`src/rtl/uart_cpu_oci_trace_capture_if.sv`:
```
//------------------------------------------------------------------------------
// Module      : uart_cpu_oci_trace_capture_if
// Description : Trace-word write strobe and ready/valid drain port bundle for
//               the OCI trace capture block. The entry width grows by TS_W
//               when OCI_TRACE_TIMESTAMP_EN is defined.
// Revision    : 1.0 - initial release
//------------------------------------------------------------------------------
`default_nettype none

interface uart_cpu_oci_trace_capture_if #(
    parameter int DATA_W = 30,
    parameter int CNT_W  = 4,
    parameter int TS_W   = 16
);
`ifdef OCI_TRACE_TIMESTAMP_EN
    localparam int TS_EN = 1;
`else
    localparam int TS_EN = 0;
`endif
    localparam int RD_W = CNT_W + DATA_W + (TS_EN * TS_W);

    logic              dct_valid;
    logic [DATA_W-1:0] dct_buffer;
    logic [CNT_W-1:0]  dct_count;
    logic              rd_ready;
    logic              rd_valid;
    logic [RD_W-1:0]   rd_data;

    // Trace source and drain consumer side
    modport master (
        output dct_valid, dct_buffer, dct_count, rd_ready,
        input  rd_valid, rd_data
    );

    // Capture block side
    modport slave (
        input  dct_valid, dct_buffer, dct_count, rd_ready,
        output rd_valid, rd_data
    );
endinterface

`default_nettype wire

```
`src/rtl/uart_cpu_oci_trace_capture.sv`:
```
//------------------------------------------------------------------------------
// Module      : uart_cpu_oci_trace_capture
// Description : OCI trace capture FIFO with end-of-test FSM, first-word
//               fall-through drain port and sticky overflow/drop statistics.
//               Optional feature macro: OCI_TRACE_TIMESTAMP_EN stores a
//               free-running TS_W timestamp with every entry.
// Revision    : 1.0 - initial release
//------------------------------------------------------------------------------
`default_nettype none

module uart_cpu_oci_trace_capture #(
    parameter int DATA_W = 30,
    parameter int CNT_W  = 4,
    parameter int DEPTH  = 16,
    parameter int TS_W   = 16
) (
    input  wire logic                     clk,
    input  wire logic                     reset,
    uart_cpu_oci_trace_capture_if.slave   bus,
    input  wire logic                     test_ending,
    input  wire logic                     test_has_ended,
    output logic [$clog2(DEPTH):0]        level,
    output logic                          overflow,
    output logic [15:0]                   drop_count,
    output logic [1:0]                    state,
    output logic                          done
);
`ifdef OCI_TRACE_TIMESTAMP_EN
    localparam int TS_EN = 1;
`else
    localparam int TS_EN = 0;
`endif
    localparam int AW      = $clog2(DEPTH);
    localparam int ENTRY_W = CNT_W + DATA_W + (TS_EN * TS_W);
    localparam logic [AW:0] C_FULL = (AW+1)'(DEPTH);

    typedef enum logic [1:0] {
        ST_IDLE    = 2'd0,
        ST_CAPTURE = 2'd1,
        ST_DRAIN   = 2'd2,
        ST_DONE    = 2'd3
    } state_t;

    state_t             r_state;
    logic [ENTRY_W-1:0] r_mem [DEPTH];
    logic [AW:0]        r_wr_ptr;
    logic [AW:0]        r_rd_ptr;
    logic [ENTRY_W-1:0] w_entry;
    logic               w_push_req;
    logic               w_can_write;
    logic               w_full;
    logic               w_pop;
    logic               w_push;
    logic               w_drop;
    logic               w_end;

`ifdef OCI_TRACE_TIMESTAMP_EN
    logic [TS_W-1:0]    r_ts;

    // Free-running timestamp, wraps naturally
    always_ff @(posedge clk) begin
        if (reset) r_ts <= '0;
        else       r_ts <= r_ts + 1'b1;
    end

    assign w_entry = {r_ts, bus.dct_count, bus.dct_buffer};
`else
    assign w_entry = {bus.dct_count, bus.dct_buffer};
`endif

    // Zero-frame words are not real trace data and never count as drops
    assign w_push_req  = bus.dct_valid && (bus.dct_count != '0);
    // A push arriving in the same cycle as end-of-test is still honoured
    assign w_can_write = (r_state == ST_IDLE) || (r_state == ST_CAPTURE);
    assign w_full      = (level == C_FULL);
    assign w_pop       = bus.rd_valid && bus.rd_ready;
    // When full, a simultaneous pop frees the slot the push lands in
    assign w_push      = w_can_write && w_push_req && (!w_full || w_pop);
    assign w_drop      = w_can_write && w_push_req && w_full && !w_pop;
    assign w_end       = test_ending || test_has_ended;

    // Head entry falls through combinationally from the read pointer
    assign bus.rd_valid = (r_wr_ptr != r_rd_ptr);
    assign bus.rd_data  = r_mem[r_rd_ptr[AW-1:0]];
    assign state        = r_state;

    // Storage array; contents are meaningless once pointers are reset
    always_ff @(posedge clk) begin
        if (w_push) r_mem[r_wr_ptr[AW-1:0]] <= w_entry;
    end

    // Pointers, occupancy, statistics and end-of-test FSM
    always_ff @(posedge clk) begin
        if (reset) begin
            r_state    <= ST_IDLE;
            r_wr_ptr   <= '0;
            r_rd_ptr   <= '0;
            level      <= '0;
            overflow   <= 1'b0;
            drop_count <= '0;
            done       <= 1'b0;
        end else begin
            if (w_push) r_wr_ptr <= r_wr_ptr + 1'b1;
            if (w_pop)  r_rd_ptr <= r_rd_ptr + 1'b1;

            case ({w_push, w_pop})
                2'b10:   level <= level + 1'b1;
                2'b01:   level <= level - 1'b1;
                default: level <= level;
            endcase

            if (w_drop) begin
                overflow <= 1'b1;
                if (drop_count != 16'hFFFF) drop_count <= drop_count + 1'b1;
            end

            case (r_state)
                ST_IDLE: begin
                    if (w_end)           r_state <= ST_DRAIN;
                    else if (w_push_req) r_state <= ST_CAPTURE;
                end
                ST_CAPTURE: begin
                    if (w_end) r_state <= ST_DRAIN;
                end
                ST_DRAIN: begin
                    if ((level == '0) && !w_pop && test_has_ended) begin
                        r_state <= ST_DONE;
                        done    <= 1'b1;
                    end
                end
                default: begin
                    r_state <= ST_DONE;
                    done    <= 1'b1;
                end
            endcase
        end
    end
endmodule

`default_nettype wire

```
`src/flat_wrapper.sv`:
```
// flat-port wrapper written by rule: the top's interface ports become plain ports
module uart_cpu_oci_trace_capture_flat 
#(
    parameter int DATA_W = 30,
    parameter int CNT_W  = 4,
    parameter int DEPTH  = 16,
    parameter int TS_W   = 16
)
  (clk, reset, test_ending, test_has_ended, level, overflow, drop_count, state, done, bus_dct_valid, bus_dct_buffer, bus_dct_count, bus_rd_ready, bus_rd_valid, bus_rd_data);
  uart_cpu_oci_trace_capture_if #(.DATA_W(DATA_W), .CNT_W(CNT_W), .TS_W(TS_W)) bus_i ();
  input  wire logic clk;
  input  wire logic reset;
  input  wire logic test_ending;
  input  wire logic test_has_ended;
  output logic [$clog2(DEPTH):0] level;
  output logic overflow;
  output logic [15:0] drop_count;
  output logic [1:0] state;
  output logic done;
  input wire logic [$bits(bus_i.dct_valid)-1:0] bus_dct_valid;
  input wire logic [$bits(bus_i.dct_buffer)-1:0] bus_dct_buffer;
  input wire logic [$bits(bus_i.dct_count)-1:0] bus_dct_count;
  input wire logic [$bits(bus_i.rd_ready)-1:0] bus_rd_ready;
  output wire logic [$bits(bus_i.rd_valid)-1:0] bus_rd_valid;
  output wire logic [$bits(bus_i.rd_data)-1:0] bus_rd_data;
  assign bus_i.dct_valid = bus_dct_valid;
  assign bus_i.dct_buffer = bus_dct_buffer;
  assign bus_i.dct_count = bus_dct_count;
  assign bus_i.rd_ready = bus_rd_ready;
  assign bus_rd_valid = bus_i.rd_valid;
  assign bus_rd_data = bus_i.rd_data;
  uart_cpu_oci_trace_capture #(.DATA_W(DATA_W), .CNT_W(CNT_W), .DEPTH(DEPTH), .TS_W(TS_W)) u_core (.clk(clk), .reset(reset), .bus(bus_i), .test_ending(test_ending), .test_has_ended(test_has_ended), .level(level), .overflow(overflow), .drop_count(drop_count), .state(state), .done(done));
endmodule
```
`config.mk`:
```
export PLATFORM = sky130hd
export DESIGN_NAME = uart_cpu_oci_trace_capture_flat
export DESIGN_NICKNAME = d
export VERILOG_FILES = /design/src/rtl/uart_cpu_oci_trace_capture_if.sv /design/src/rtl/uart_cpu_oci_trace_capture.sv /design/src/flat_wrapper.sv
export SDC_FILE = /design/constraint.sdc
export NUM_CORES = 1
export LEC_CHECK = 0
export BUFFER_PORTS_ARGS = -buffer_cell sky130_fd_sc_hd__buf_2
export CORE_MARGIN = 4
export CORE_UTILIZATION = 45
export CTS_BUF_LIST = sky130_fd_sc_hd__clkbuf_8
export DETAILED_ROUTE_END_ITERATION = 10
export PLACE_DENSITY_LB_ADDON = 0.05
export SYNTH_ARGS = -nofsm -noshare
export SYNTH_HDL_FRONTEND = slang
export SYNTH_SLANG_ARGS = --single-unit
```
`constraint.sdc`:
```
create_clock -name clk -period 6.7 [get_ports clk]
set_input_delay 0 -clock clk [delete_from_list [all_inputs] [get_ports clk]]
set_output_delay 0 -clock clk [all_outputs]
set_load 0.02 [all_outputs]
```
Yosys cells after proc, flatten, opt, wreduce, memory -nomap -nowiden --
Memory sizes are Yosys's and may differ from the RTL's. A register that Yosys moved wholly into a read port is not among the register bits. Index checks and enable logic that the tools add are counted.
Word-level totals: bits in latches 0, RAM bits 544, output and inout bits 60, input bits 40, word-level logic and storage cells 57, register bits 35, ROM bits 0, memories 1
Operators by class: multiply operators 0, add/sub/neg operators 5, reductions and logical operators 21, multiplexer cells 12, shift-type cells 0, equality and inequality tests 10, $lt $le $gt $ge 0, divide/modulo/power cells 0, bitwise logic cells 1
Memory list:
- u_core.r_mem | depth 16, width 34, read ports 1, clocked after memory_dff 1, write ports 1, RTL line uart_cpu_oci_trace_capture.sv:45 | logic [ENTRY_W-1:0] r_mem [DEPTH];
Operators with widths (number):
- $add A16 B1 Y16 const B | 1
- $ne A16 B16 Y1 const B | 1
- $add A5 B1 Y5 const B | 3
- $pmux W5 S2 | 1
- $logic_and A1 B1 Y1 | 8
- $mux W2 | 4
- $mux W4 | 2
- $pmux W2 S3 | 1
- $eq A5 B5 Y1 const B | 1
- $logic_not A5 Y1 | 1
- $ne A5 B5 Y1 | 1
- $sub A5 B1 Y5 const B | 1
- $eq A2 B1 Y1 const B | 2
- $eq A2 B2 Y1 const B | 2
- $ne A2 B1 Y1 const B | 2
- $reduce_and A2 Y1 | 2
- $reduce_bool A4 Y1 | 1
- $logic_or A1 B1 Y1 | 3
- $mux W1 | 3
- $ne A3 B1 Y1 const B | 1
- $reduce_and A3 Y1 | 1
- $logic_not A1 Y1 | 2
- $logic_not A2 Y1 | 1
- $pmux W1 S2 | 1
- 3 further kinds | 3

Longest topological paths before layout --
word-level depth 7, mapped depth 15, depth with buffers taken out 13

Worst setup path after synthesis --
No wires, ideal clock.
path type flip-flop to flip-flop, start reg u_core.level[1], end reg u_core.level[4], period minus slack after synthesis 3.688 ns, arrival time 3.567 ns, setup slack 3.012 ns, path buffers 3, setup time 0.121 ns, cell stages (with the launch flop) 16, required time 6.579 ns, cell sequence dfxtp_1 > buf_6 > or4_4 > nor4_1 > nor2_1 > clkbuf_1 > inv_1 > ha_1 > clkbuf_1 > xor2_1 > ha_1 > o21a_1 > o21ai_0 > nand2b_1 > a211oi_1 > mux2_2
On the way: cells in the longest elaborated chain, start to end 6, elaborated cells between the ends (all ways) 10, those cells by class add/sub (2); eq/ne (3); mux (1); reduce/logical (4)
Ends and longest elaborated chain:
- from (decl) | RTL line uart_cpu_oci_trace_capture.sv:22 | output logic [$clog2(DEPTH):0] level,
- from (signal assigned) | RTL line uart_cpu_oci_trace_capture.sv:107 | 2'b10: level <= level + 1'b1;
- from (signal assigned) | RTL line uart_cpu_oci_trace_capture.sv:108 | 2'b01: level <= level - 1'b1;
- from (signal assigned) | RTL line uart_cpu_oci_trace_capture.sv:109 | default: level <= level;
- $eq A5 B5 Y1 | RTL line uart_cpu_oci_trace_capture.sv:75 | assign w_full = (level == C_FULL);
- $logic_not A1 Y1 | RTL line uart_cpu_oci_trace_capture.sv:78 | assign w_push = w_can_write && w_push_req && (!w_full || w_pop);
- $logic_or A1 B1 Y1 | RTL line uart_cpu_oci_trace_capture.sv:78
- $logic_and A1 B1 Y1 | RTL line uart_cpu_oci_trace_capture.sv:78
- $eq A2 B1 Y1 / $eq A2 B2 Y1 (equally long branches) | RTL line uart_cpu_oci_trace_capture.sv:106 | case ({w_push, w_pop})
- $pmux W5 S2 / $reduce_bool A2 Y1 (equally long branches)
Several ways; a longest one is shown, not always the timed one. A chain may end at the register's enable or synchronous reset.

Worst setup path in the final report --
Same ends and word-level chain as after synthesis.

==> impl_metrics.py <==
metrics = {
    "detailed_routing": {
        "firstDrtPassIters": 5,
        "drcViolationCount": 0,
        "first_iter_violations": 751,
        "wl_per_cell_microns": 25.50,
        "avgViaCountPerCell": 5.509,
        "vias": 10814,
        "drt-total-wl_microns": 50050,
        "ant_nets": 0,
    },
    "critical_path": {
        "crit_type": "flip-flop to flip-flop",
        "critPathArrivalTime_ns": 4.49,
        "worstPathRequired_ns": 7.22,
        "rrSetupSlack_ns": 2.73,
        "critPathMaxFanout": 16,
        "r2r-start": "u_core.level[1]$_SDFFE_PP0P_",
        "worstSetupStartpointType": "flip-flop",
        "worstSetupStartpoint": "u_core.level[1]$_SDFFE_PP0P_",
        "critPathCaptureType": "flip-flop",
    },
    "clock_network": {
        "post_cts_buffers": 0,
        "ctsResizeCount": 0,
        "clkSinkCount": 583,
        "cts_tree": "built",
        "insertion_delay_ns": 0.65,
        "htree_levels": 3,
        "clk_pin_slew_ns": 0.06,
        "cts_buffer_depth": 3,
        "cts-root-buf": "clkbuf_8",
        "cts_made_buffers": 97,
    },
    "flow_run": {
        "maxCapViolations": 0,
    },
    "synth": {
        "synth_nets": 1064,
        "synth_seq_cells": 583,
        "ys_seq_area_frac": 0.7579,
        "ys_warn_count": 0,
        "yosysTopAreaCellShare": 0.7234,
        "synth_edf_count": 544,
        "ys_top_cells_by_count": "edfxtp_1 (544), mux4_2 (170), dfxtp_1 (39)",
        "synthTopCellsByArea": "edfxtp_1 (72%), mux4_2 (17%), dfxtp_1 (3.5%), and3_1 (0.58%), clkbuf_1 (0.57%)",
        "synth.avg_cell_area_sq_um": 22.27,
        "yosysUniqueCellTypes": 45,
        "synth_area_sq_mm": 0.02258,
        "yosys.area.top_type": "edfxtp_1",
        "synth_flop_cell": "edfxtp_1",
        "synthArstFlopShare": 0,
        "syn-instance-count": 1014,
        "synth.most_common_cell": "edfxtp_1",
    },
    "hold_path": {
        "hold_path.class": "primary input to flip-flop",
        "hp-start": "bus_rd_ready",
    },
    "sta": {
        "timing.final.crit_share": 0.5929,
        "tns_ns": 0,
        "skew_ns": 0.01542,
        "rsz0062_at_grt": "no",
        "max_slew_margin": 0.3471,
        "setup_ws_ns": 2.728,
        "worst_slew_pin_slew_ns": 0.9793,
        "slew_viol_final": 0,
        "hold_violations": 0,
        "setup_violations": 0,
        "finalCriticalPeriod_ns": 3.972,
        "fmax_ghz": 0.2517,
    },
    "pwr": {
        "vdd_drop_max_mv": 0.1464,
        "leakagePower_nw": 8.397,
        "power_density_mw_per_mm2": 297.3,
    },
    "finish": {
        "seq_area_sq_mm": 0.01713,
        "final_util": 0.5306,
        "drive_gt1_frac": 0.3418,
        "diodes": 0,
        "multi_input_area_sq_mm": 0.005246,
        "nNetsFinal": 1273,
        "fill_cells": 3977,
        "area_growth_pct": 15.73,
    },
    "floorplanning": {
        "core_area_sq_mm": 0.04925,
        "io_pins": 100,
        "start_util": 0.4585,
        "dieArea_sq_mm": 0.05383,
        "die_h_microns": 232.0,
        "die-width_microns": 232.0,
        "rows": 81,
    },
    "global_route": {
        "grt_max_degree": 81,
        "gr-total-overflow": 0,
        "grt_pass1_wl_microns": 75200,
        "grt_pass1_vias": 11618,
        "antenna_found_initial": 0,
        "grt_use_total": 0.1898,
    },
    "place": {
        "gp_congestion": 0.7154,
        "post-place-ws_ns": 2.785,
        "io_buffers": 99,
        "dpl.hpwl_microns": 24630,
    },
    "status": {
        "outcome": "completed",
    },
}
-- flip-flops by register name, summed over array words and instances (netlist names), named ones only --
name / count
u_core.r_mem: 544
u_core.drop_count: 16
u_core.level: 5
u_core.r_rd_ptr: 5
u_core.r_wr_ptr: 5
u_core.state: 2
u_core.done: 1
u_core.overflow: 1
-- critical path, cell delays in order, from the launching register on --
cell	delay, ns
dfxtp_1	0.40
or4_4	0.57
nor4_1	0.59
nor2_1	0.40
inv_1	0.18
ha_1	0.36
xor2_1	0.11
ha_1	0.23
o21a_1	0.17
o21ai_0	0.14
nand2b_1	0.08
a211oi_1	0.27
mux2_2	0.36
-- routing by layer --
metal / global-route usage / routed length [microns] / up-vias
met5: 0 / 0 / -
met4: 0.05492 / 844 / 0
met3: 0.03263 / 2180 / 71
met2: 0.3155 / 25220 / 242
met1: 0.2618 / 21810 / 5744
li1: - / - / 4757
-- final timing paths --
path | to | depth (start not counted)
hold / removal | flip-flop | 4
setup / recovery | u_core.level[4]$_SDFFE_PP0P_ | 12
setup reg to reg | u_core.level[4]$_SDFFE_PP0P_ | 12
hold reg to reg | u_core.overflow$_SDFFE_PP0P_ | 1
-- repair_timing --
action | 4_1_cts | 5_1_grt
endpoints found under the setup margin | 0 | 0
hold endpoints to repair | 571 | 0
hold buffers | 41 | 0
-- per-stage QoR --
| stage | instances | total power (W) | instance area, sq um | hold slack [ns] |
|---|---|---|---|---|
| floorplan | 1014 | 0.004685 | 22580 | 0.09887 |
| global placement | 1747 | 0.004899 | 23900 | 0.2612 |
| detailed placement | 1747 | 0.004904 | 23900 | 0.2684 |
| CTS | 1963 | 0.007889 | 26140 | 0.2039 |
| global route | 1963 | 0.008124 | 26140 | 0.2482 |
| finish | 1963 | 0.007770 | 26140 | 0.2764 |
-- cell usage in the layout (no fill, tap or decap), types with 4 or more instances in the layout --
cell / synthesis / routed
nand2_1: 6 / 6
or3_1: 4 / 4
xnor2_1: 5 / 5
clkbuf_8: 0 / 107
clkinv_2: 0 / 10
and2_1: 4 / 4
nor3_1: 5 / 5
and3_2: 0 / 15
nand3_1: 5 / 5
o211ai_1: 7 / 7
clkinv_1: 0 / 29
nand2b_1: 4 / 4
or4_1: 9 / 9
nor2b_1: 11 / 11
mux2_2: 9 / 9
nor4_1: 4 / 4
inv_1: 6 / 31
mux4_2: 170 / 170
ha_1: 10 / 10
a21oi_1: 15 / 15
dfxtp_1: 39 / 35
edfxtp_1: 544 / 544
o21ai_0: 7 / 7
nor2_1: 26 / 26
xor2_1: 9 / 9
buf_4: 0 / 21
and3_1: 21 / 6
buf_2: 6 / 99
dlygate4sd3_1: 0 / 41
o31ai_1: 11 / 11
-- area by class of cell --
type                            count  share of cell area
Clock inverter                     68             0.01345
Inverter                            6           0.0008617
Tap cell                          664             0.03179
Sequential cell                   583              0.6554
Multi-Input combinational cell    373              0.2007
Timing Repair Buffer              162             0.04146
Clock buffer                      107             0.05635
-- kinds of logic after synthesis --
group / Yosys count / share of synthesized area
XOR/XNOR: 14 / 0.005430
AO/OA/AOI/OAI: 56 / 0.01706
flip-flops: 583 / 0.7579
adder cells (fa/ha/maj): 10 / 0.005540
multiplexers: 181 / 0.1749
buffers and inverters: 58 / 0.01064
AND/OR/NAND/NOR: 112 / 0.02848
-- report_power, final --
part | internal, W | total (W) | switching [W] | leakage [nW]
registers | 0.00401 | 0.00406 | 0.0000435 | 5.22
logic | 0.000372 | 0.000769 | 0.000397 | 2.14
clock network | 0.00157 | 0.00294 | 0.00137 | 1.03
No activity file was read; power rests on OpenSTA's default activity.
